[src/rtl/seg7_pkg.sv]
// Shared constants for the seven-segment scan driver: segment width and the
// active-low hex glyph table, ordered {a,b,c,d,e,f,g}.
package seg7_pkg;

    localparam int SEG_W = 7;

    typedef logic [SEG_W-1:0] seg_t;

    localparam seg_t SEG_OFF = 7'h7F;

    localparam seg_t GLYPH [16] = '{
        7'h01, 7'h4F, 7'h12, 7'h06, 7'h4C, 7'h24, 7'h20, 7'h0F,
        7'h00, 7'h04, 7'h08, 7'h60, 7'h31, 7'h42, 7'h30, 7'h38
    };

endpackage

[src/rtl/seg7_hex_glyph.sv]
// Combinational hex nibble to active-low seven-segment pattern.
module seg7_hex_glyph
    import seg7_pkg::*;
(
    input  logic [3:0] hex,
    output seg_t       seg
);

    assign seg = GLYPH[hex];

endmodule

[src/rtl/seg7_scan_driver.sv]
// Multiplexed seven-segment scanner with per-digit blank/blink, anti-ghost
// guard at each slot start, and registered active-low outputs.
module seg7_scan_driver
    import seg7_pkg::*;
#(
    parameter int DIGITS       = 4,
    parameter int CLK_DIV      = 100000,
    parameter int GUARD        = 2,
    parameter int BLINK_FRAMES = 64
) (
    input  logic                  clk,
    input  logic                  rst,
    input  logic                  load,
    input  logic [4*DIGITS-1:0]   hex_data,
    input  logic [DIGITS-1:0]     dp_in,
    input  logic [DIGITS-1:0]     blank,
    input  logic [DIGITS-1:0]     blink,
    output logic [DIGITS-1:0]     an,
    output logic [SEG_W-1:0]      seg,
    output logic                  dp
);

    localparam int CW = (CLK_DIV > 1)      ? $clog2(CLK_DIV)      : 1;
    localparam int IW = (DIGITS > 1)       ? $clog2(DIGITS)       : 1;
    localparam int FW = (BLINK_FRAMES > 1) ? $clog2(BLINK_FRAMES) : 1;

    logic [CW-1:0]         cnt;
    logic [IW-1:0]         idx;
    logic [FW-1:0]         frame;
    logic                  phase;

    logic [4*DIGITS-1:0]   hex_s;
    logic [DIGITS-1:0]     dp_s;
    logic [DIGITS-1:0]     blank_s;
    logic [DIGITS-1:0]     blink_s;

    logic [3:0]            cur_hex;
    seg_t                  glyph;
    logic                  slot_end;
    logic                  frame_end;
    logic                  dark;

    assign cur_hex   = hex_s[4*idx +: 4];
    assign slot_end  = (cnt == CW'(CLK_DIV - 1));
    assign frame_end = slot_end && (idx == IW'(DIGITS - 1));
    assign dark      = (cnt < CW'(GUARD)) || blank_s[idx] || (blink_s[idx] && phase);

    seg7_hex_glyph u_glyph (
        .hex (cur_hex),
        .seg (glyph)
    );

    always_ff @(posedge clk) begin
        if (rst) begin
            cnt     <= '0;
            idx     <= '0;
            frame   <= '0;
            phase   <= 1'b0;
            hex_s   <= '0;
            dp_s    <= '0;
            blank_s <= '0;
            blink_s <= '0;
            an      <= '1;
            seg     <= SEG_OFF;
            dp      <= 1'b1;
        end else begin
            if (load) begin
                hex_s   <= hex_data;
                dp_s    <= dp_in;
                blank_s <= blank;
                blink_s <= blink;
            end

            if (slot_end) begin
                cnt <= '0;
                idx <= frame_end ? '0 : idx + 1'b1;
            end else begin
                cnt <= cnt + 1'b1;
            end

            // Blink phase flips once every BLINK_FRAMES complete scans.
            if (frame_end) begin
                if (frame == FW'(BLINK_FRAMES - 1)) begin
                    frame <= '0;
                    phase <= ~phase;
                end else begin
                    frame <= frame + 1'b1;
                end
            end

            if (dark) begin
                an  <= '1;
                seg <= SEG_OFF;
                dp  <= 1'b1;
            end else begin
                an  <= ~(DIGITS'(1) << idx);
                seg <= glyph;
                dp  <= ~dp_s[idx];
            end
        end
    end

endmodule
[config.mk]
export PLATFORM = sky130hd
export DESIGN_NAME = seg7_scan_driver
export DESIGN_NICKNAME = d
export VERILOG_FILES = /design/src/rtl/seg7_pkg.sv /design/src/rtl/seg7_hex_glyph.sv /design/src/rtl/seg7_scan_driver.sv
export SDC_FILE = /design/constraint.sdc
export NUM_CORES = 1
export LEC_CHECK = 0
export ABC_AREA = 1
export CORE_ASPECT_RATIO = 0.6
export CORE_MARGIN = 10
export CORE_UTILIZATION = 55
export CTS_CLUSTER_SIZE = 10
export DETAILED_ROUTE_END_ITERATION = 7
export GPL_TIMING_DRIVEN = 0
export PLACE_DENSITY = 0.87
export SLEW_MARGIN = 10
export SYNTH_ARGS = -nofsm -noshare
export SYNTH_HDL_FRONTEND = slang
export SYNTH_HIERARCHICAL = 1
export SYNTH_SLANG_ARGS = --single-unit
[constraint.sdc]
create_clock -name clk -period 2.5 [get_ports clk]
set_input_delay 0.5 -clock clk [delete_from_list [all_inputs] [get_ports clk]]
set_output_delay 0.5 -clock clk [all_outputs]
set_load 0.02 [all_outputs]
==> results.cfg, run 1 <==
[finish]
drive_above_1_share = 0.0956
stdcell_area_um2 = 4090
fin_cells = 603
num_antenna_cells = 0
area_growth_pct = 23.3
seqCellArea_um2 = 1320
multiInputGateArea_um2 = 1750
fillers = 470
fin_nets = 562

[floorplan]
start_util = 0.582
dieArea_um2 = 9640
fp.dieH_um = 80.2
die_x_um = 120
ios = 43
rows = 21
core_area_um2 = 5700

[setup_path]
rrSetupSlack_ns = 0.20
end_kind = flip-flop
reg2reg_depth = 10
critPathKind = reg2reg
endpoint = seg[6]
crit_path_start_kind = flip-flop
worstPathMaxFanout = 10
r2r-end = seg[6]
cp.required_ns = 2.73
crit_path_start = idx[0]
r2r-start = idx[0]
critPathArrivalTime_ns = 2.53

[power]
p_int_mw = 1.88
seqPwrFrac = 0.447
power.leakage_nw = 1.65
clkPwrFrac = 0.451
power_mw = 2.50
p_sw_frac = 0.246
power_frac_comb = 0.102
p_switching_mw = 0.615
irDropWorstVdd_mv = 0.303
p_per_area_nw_per_um2 = 611

[yosys]
synth_cell_types = 37
synth-seq-cells = 66
yosys.area.top_type_share = 0.398
seq_area_frac_synth = 0.398
yosysWarningCount = 6
yosysTopAreaCell = dfxtp_1
syn-cell-area_um2 = 3320
syn_area_per_cell_um2 = 7.11
synthCells = 467
synth.area.top_cells = dfxtp_1 (40%), nor2_1 (11%), nand2_1 (8.4%)
syn-num-nets = 511

[clock_network]
clk_latency_ns = 0.37
cts_root_buf = clkbuf_8
cts_tree = done
clock-sinks = 66
numCtsBuffers = 9
path_clk_slew_ns = 0.07
cts.path.max_buffers = 2
ctsHoldBuffers = 0
cts_setup_buffers = 0
cts_max_level = 3

[place]
place_congestion = 0.966
dpl.hpwl_um = 6430
placed_area_um2 = 3830
placed_cells = 588
port_buffers = 41
post-place-ws_ns = -0.0297

[timing]
clock_skew_ns = 0.0120
slew_headroom = 0.628
hold_viol = 0
rsz0062_at_grt = false
tightest_slew_ns = 0.554
fmax_ghz = 0.435
final.setup.worst_slack_ns = 0.203
min_period_ns = 2.30
period_share = 0.919
slew_violations = 0
final-setup-viol-count = 0
tns_ns = 0

[drt]
firstDrtPassIters = 5
viasPerCell = 5.51
drt.antenna.violating_nets = 0
num_vias = 3324
drc = 0
wl_um = 8860
wl_per_cell_um = 14.7
drt_iter0_drc = 308

[global_routing]
antenna_found_initial = 0
grt_pass1_wl_um = 14400
grt_max_degree = 14
globalRoute.totalOverflow = 0
grt_pass1_vias = 3089
track_usage = 0.184

[outcome]
status = finished clean

[run]
cap_viol_max_count = 0

[worst_hold_path]
min_path_type = in2reg
[logic make-up (layout without fill, tap and decap cells)]
logic type               after synthesis  after routing  share of synthesized area
adder cells (fa/ha/maj)               13             13                     0.0490
AND/OR/NAND/NOR                      240            240                      0.329
buffers and inverters                 62            118                     0.0795
XOR/XNOR                               7              7                     0.0185
AO/OA/AOI/OAI                         79             79                      0.126
flip-flops                            66             66                      0.398
[power by group through the flow]
stage / registers (mW) / logic, mW / clock network, mW
5_1_grt: 1.12 / 0.280 / 1.17
4_1_cts: 1.12 / 0.252 / 1.13
6_report: 1.12 / 0.254 / 1.13
3_5_place_dp: 1.14 / 0.247 / 0
2_1_floorplan: 1.15 / 0.134 / 0
3_3_place_gp: 1.14 / 0.238 / 0
[final cells by class]
class,instances,share of cell area
clock buffers,9,0.0303
flip-flops and latches,66,0.323
plain buffers,17,0.0235
clock inverters,7,0.0306
inverters,44,0.0413
multi-input cells,339,0.427
well taps,80,0.0245
repair buffers,41,0.100
[worst min path at each step]
| stage | start | endpoint | slack [ns] | cells past startpoint |
|---|---|---|---|---|
| finish | rst | frame[5] | 0.43 | 2 |
| global placement | cnt[0] | cnt[0] | 0.43 | 1 |
| floorplan | cnt[0] | cnt[0] | 0.42 | 1 |
| detailed placement | cnt[0] | cnt[0] | 0.44 | 1 |
| global route | rst | frame[4] | 0.44 | 2 |
| CTS | rst | frame[4] | 0.42 | 2 |
[per-stage QoR]
stage / hold WS [ns] / util
final: 0.426 / 0.718
after global routing: 0.436 / 0.718
after CTS: 0.415 / 0.718
after detailed placement: 0.444 / 0.672
after global placement: 0.430 / 0.672
after floorplan: 0.417 / -
[state kept, by name, indices dropped and copies added (netlist names)]
name     cells
an           4
phase        1
seg          7
cnt         17
hex_s       16
dp           1
blink_s      4
idx          2
frame        6
blank_s      4
dp_s         4
[worst max-delay path, cell delays in order (launching register included)]
cell and delay [ns]:
dfxtp_1 0.50, clkbuf_2 0.30, o21ai_0 0.15, o22ai_2 0.34, inv_1 0.18, ha_1 0.22, inv_1 0.09, nand2_1 0.08
nand3_1 0.08, nand2_1 0.04, nand3b_1 0.16
[metal layers]
| layer | GRT usage | routed length, um | up-vias | part of all wire |
|---|---|---|---|---|
| li1 | - | - | 1620 | - |
| met1 | 0.239 | 4110 | 1510 | 0.46 |
| met2 | 0.269 | 3690 | 166 | 0.42 |
| met3 | 0.0789 | 915 | 28 | 0.10 |
| met4 | 0.0624 | 146 | 0 | 0.016 |
| met5 | 0 | 0 | - | 0 |
[Yosys cell counts]
master    number
a21oi_1       24
a21oi_2        1
a22oi_1        1
a31oi_1        1
buf_1          2
buf_2          4
buf_4          1
buf_6          3
clkbuf_1       8
clkinv_1       1
dfxtp_1       66
ha_1          13
inv_1         39
inv_2          4
nand2_1       74
nand2_2        1
nand2_4        1
nand3_1       34
nand3_2        3
nand3b_1       8
nand4_1        9
nor2_1        94
nor2_2         5
nor2_4         2
nor3_1         4
nor3_2         1
nor3_4         1
nor3b_1        1
nor3b_2        1
o211ai_1       3
o21ai_0       43
o21ai_1        1
o21ai_2        1
o22ai_1        4
or2_2          1
xnor2_1        2
xor2_1         5
[timing repair]
| action | CTS | global route |
|---|---|---|
| endpoints found under the hold margin | 0 | 0 |
| pin swaps | 0 | 0 |
| endpoints found under the setup margin | 6 | 6 |
| gates resized for setup | 2 | 3 |
| gates cloned | 0 | 0 |
[layout by cell type, fill, tap and decap left out, types with 4 or more instances in the layout]
cell | Yosys | routed
nor3_1 | 4 | 4
xor2_1 | 5 | 5
inv_2 | 4 | 4
o21ai_0 | 43 | 43
a21oi_1 | 24 | 24
nand3_1 | 34 | 34
buf_2 | 4 | 4
clkdlybuf4s50_1 | 0 | 41
clkbuf_1 | 8 | 6
nor2_1 | 94 | 94
inv_1 | 39 | 38
nand3b_1 | 8 | 8
dfxtp_1 | 66 | 66
nor2_2 | 5 | 5
nand4_1 | 9 | 9
nand2_1 | 74 | 74
ha_1 | 13 | 13
clkbuf_8 | 0 | 9
Note: power is estimated with default switching activity, not from simulation.
==> run 2, diff against run 1 <==
--- a/config.mk
+++ b/config.mk
@@ -8,11 +8,12 @@
 export ABC_AREA = 1
 export CORE_ASPECT_RATIO = 0.6
 export CORE_MARGIN = 10
-export CORE_UTILIZATION = 55
+export CORE_UTILIZATION = 35
 export CTS_CLUSTER_SIZE = 10
 export DETAILED_ROUTE_END_ITERATION = 7
 export GPL_TIMING_DRIVEN = 0
-export PLACE_DENSITY = 0.87
+export PLACE_DENSITY = 0.63
+export RECOVER_POWER = 50
 export SLEW_MARGIN = 10
 export SYNTH_ARGS = -nofsm -noshare
 export SYNTH_HDL_FRONTEND = slang
==> results.cfg, run 2 (synthesized netlist as in run 1, its figures left out) <==
[outcome]
status = finished clean

[setup_path]
reg2reg_depth = 10
cp.required_ns = 2.72
rrSetupSlack_ns = 0.30
crit_slowest_cell = inv_1
crit_chain = inv_1, o21ai_0, o22ai_2, inv_1, ha_1, inv_1, nand2_1, nand3_1, nand2_1, nand3b_1
crit_path_start_kind = flip-flop
endpoint = seg[6]
path_common_cell = inv_1
worstSetupPathDepth = 10
worstPathMaxFanout = 16
crit_path_start = idx[0]
worst-path-buf-inv = 3
critPathArrivalTime_ns = 2.42
r2r-start = idx[0]
cp_slowest_stage_delay_ns = 0.39
r2r-end = seg[6]
critPathKind = reg2reg
crit_family = buffers and inverters
end_kind = flip-flop

[floorplan]
start_util = 0.360
die_x_um = 146
fp.dieH_um = 95.4
core_area_um2 = 9220
ios = 43
dieArea_um2 = 13900
rows = 27

[timing]
clock_skew_ns = 0.00781
fmax_ghz = 0.454
tightest_slew_ns = 0.539
rsz0062_at_grt = false
hold_viol = 0
tns_ns = 0
final-setup-viol-count = 0
period_share = 0.881
slew_headroom = 0.638
slew_violations = 0
min_period_ns = 2.20
whs_ns = 0.447

[drt]
wl_um = 8990
drc = 0
num_vias = 3136
drt_iter0_drc = 268
viasPerCell = 4.80
firstDrtPassIters = 6
drt.antenna.violating_nets = 0
wl_per_cell_um = 13.8

[finish]
fin_util = 0.451
fin_nets = 562
final_common_cell = nor2_1
regMostFlops = cnt
reg.largest.list = cnt x17, hex_s x16, seg x7
fin_cells = 653
layout_common_cells = nor2_1 (95), nand2_1 (75), dfxtp_1 (66)
stdcell_area_um2 = 4160
drive_above_1_share = 0.0860
largest_reg_flops = 17
area_growth_pct = 25.3
fillers = 911
num_antenna_cells = 0

[clock_network]
ctsHoldBuffers = 0
clk_latency_ns = 0.34
cts.path.max_buffers = 2
clock-sinks = 66
path_clk_slew_ns = 0.06
numCtsBuffers = 9
cts_tree = done
cts_setup_buffers = 0
cts_root_buf = clkbuf_16
cts_max_level = 3

[worst_hold_path]
min_path_type = reg2reg

[place]
placed_area_um2 = 3890
placed_cells = 638
port_buffers = 41
place_congestion = 0.890
dpl.hpwl_um = 6860

[global_routing]
grt_pass1_wl_um = 15000
grt_max_degree = 15
track_usage = 0.134
globalRoute.totalOverflow = 0
grt_pass1_vias = 2970
antenna_found_initial = 0

[power]
p_per_area_nw_per_um2 = 621
irDropWorstVdd_mv = 0.379
power.leakage_nw = 1.65

[run]
cap_viol_max_count = 0
-- run 2: changes by cell type in the layout (fill, tap and decap cells not counted), sizes merged, moves of 2 or more --
cell / delta
clkbuf: +2
inv: +3
clkinv: -2
clkinvlp: +2
bufinv: -3
buf: -2
-- run 2: metrics by stage --
step / power (mW) / worst slack (ns)
floorplan: 1.28 / 0.471
global placement: 1.38 / -0.0285
global route: 2.69 / 0.0280
finish: 2.58 / 0.297
detailed placement: 1.39 / -0.0910
CTS: 2.61 / 0.101
-- run 2: area by class of cell --
class                      count  area, um2  area share
tap                          130        163      0.0391
timing repair buffer          41        410      0.0986
clock inverter                 7       60.1      0.0144
sequential                    66       1320       0.318
clock buffer                   9        225      0.0541
buffer                        17       88.8      0.0214
multi-input combinational    339       1730       0.415
inverter                      44        165      0.0397
-- run 2: worst min-delay path by stage --
| stage | from | to | cells after the start |
|---|---|---|---|
| global route | rst | frame[2] | 2 |
| detailed placement | cnt[0] | cnt[0] | 1 |
| floorplan | cnt[0] | cnt[0] | 1 |
| finish | cnt[0] | cnt[0] | 1 |
| global placement | cnt[0] | cnt[0] | 1 |
| CTS | cnt[0] | cnt[0] | 1 |
-- run 2: per-layer routing --
metal  vias up  GRT usage  part of all wire
met2       101      0.170              0.37
met4         0     0.0586             0.014
li1       1617          -                 -
met5         -          0                 0
met1      1406      0.193              0.53
met3        12     0.0496             0.087
-- run 2: report_power, final --
part           switching (mW)  total [mW]  internal (mW)
clock                   0.530        1.22          0.688
sequential             0.0210        1.12           1.10
combinational           0.133       0.248          0.115
-- run 2: what timing repair did --
item | 4_1_cts | 5_1_grt
resized for setup | 2 | 2
setup endpoints to repair | 3 | 6
cloned | 0 | 0
==> run 3, diff against run 2 <==
--- a/config.mk
+++ b/config.mk
@@ -9,6 +9,7 @@
 export CORE_ASPECT_RATIO = 0.6
 export CORE_MARGIN = 10
 export CORE_UTILIZATION = 35
+export CTS_BUF_LIST = sky130_fd_sc_hd__clkbuf_8
 export CTS_CLUSTER_SIZE = 10
 export DETAILED_ROUTE_END_ITERATION = 7
 export GPL_TIMING_DRIVEN = 0
==> results.cfg, run 3 (synthesized netlist as in run 1, its figures left out) <==
[outcome]
status = finished clean

[global_routing]
antenna_found_initial = 0
grt_pass1_vias = 2937
grt_max_degree = 15
track_usage = 0.133
grt_pass1_wl_um = 15000
globalRoute.totalOverflow = 0

[power]
irDropWorstVdd_mv = 0.252
power_mw = 2.22
power.leakage_nw = 1.60
p_per_area_nw_per_um2 = 548

[finish]
fillers = 923
largest_reg_flops = 17
layout_common_cells = nor2_1 (95), nand2_1 (75), dfxtp_1 (66)
drive_above_1_share = 0.0860
final_common_cell = nor2_1
reg.largest.list = cnt x17, hex_s x16, seg x7
area_growth_pct = 22.3
fin_nets = 562
stdcell_area_um2 = 4060
fin_cells = 653
regMostFlops = cnt
num_antenna_cells = 0
fin_util = 0.440

[place]
placed_cells = 638
place_congestion = 0.890
placed_area_um2 = 3890
post-place-ws_ns = -0.0910
dpl.hpwl_um = 6860
port_buffers = 41

[drt]
drt_iter0_drc = 252
drc = 0
firstDrtPassIters = 5
num_vias = 3155
viasPerCell = 4.83
drt.antenna.violating_nets = 0
wl_per_cell_um = 13.7
wl_um = 8930

[clock_network]
cts_max_level = 3
cts_tree = done
cts.path.max_buffers = 2
ctsHoldBuffers = 0
path_clk_slew_ns = 0.08
cts_root_buf = clkbuf_8
numCtsBuffers = 9
clk_latency_ns = 0.37
clock-sinks = 66
cts_setup_buffers = 0

[floorplan]
ios = 43
start_util = 0.360
die_x_um = 146
fp.dieH_um = 95.4
core_area_um2 = 9220
rows = 27
dieArea_um2 = 13900

[timing]
rsz0062_at_grt = false
period_share = 0.883
final-setup-viol-count = 0
slew_headroom = 0.618
tns_ns = 0
whs_ns = 0.433
final.setup.worst_slack_ns = 0.293
hold_viol = 0
tightest_slew_ns = 0.568
slew_violations = 0
min_period_ns = 2.21
fmax_ghz = 0.453
clock_skew_ns = 0.0116

[worst_hold_path]
min_path_type = in2reg

[setup_path]
cp.required_ns = 2.75
critPathArrivalTime_ns = 2.45
end_kind = flip-flop
worstPathMaxFanout = 16
crit_path_start_kind = flip-flop
critPathKind = reg2reg

[run]
cap_viol_max_count = 0
[run 3: cell counts in the layout (fill, tap and decap cells not counted)]
Identical to the previous run, type by type.
[run 3: path summary, 6_finish.rpt]
kind	end	slack, ns	from	depth (start not counted)
setup / recovery	seg[6]	0.29	idx[0]	10
hold reg to reg	cnt[0]	0.45	cnt[0]	1
hold / removal	frame[4]	0.43	rst	2
setup reg to reg	seg[6]	0.29	idx[0]	10
[run 3: metal layers]
| metal | GRT usage | routed length, um |
|---|---|---|
| met5 | 0 | 0 |
| met4 | 0.0553 | 142 |
| met3 | 0.0468 | 730 |
| met2 | 0.170 | 3200 |
| met1 | 0.193 | 4850 |
[run 3: final cells by class]
type                       instances  area (um2)  share of cell area
buffer                            17        88.8              0.0219
clock buffer                       9         124              0.0305
clock inverter                     7        60.1              0.0148
inverter                          44         165              0.0407
multi-input combinational        339        1730               0.425
sequential                        66        1320               0.326
tap                              130         163              0.0401
timing repair buffer              41         410               0.101
[run 3: critical path: stages (launching register included)]
cell and delay [ns]:
dfxtp_1 0.38, inv_1 0.40, o21ai_0 0.18, o22ai_2 0.27, inv_1 0.18, ha_1 0.22, inv_1 0.09, nand2_1 0.08
nand3_1 0.08, nand2_1 0.04, nand3b_1 0.15
[run 3: what timing repair did]
action,4_1_cts,5_1_grt
resized for setup,2,2
gates cloned,0,0
endpoints found under the setup margin,3,6
[run 3: power breakdown]
part	leakage, nW	total, mW	internal [mW]	switching (mW)
Combinational	0.977	0.248	0.115	0.133
Clock	0.0848	0.861	0.376	0.485
Sequential	0.541	1.12	1.10	0.0210
Total	1.60	2.22	1.59	0.639
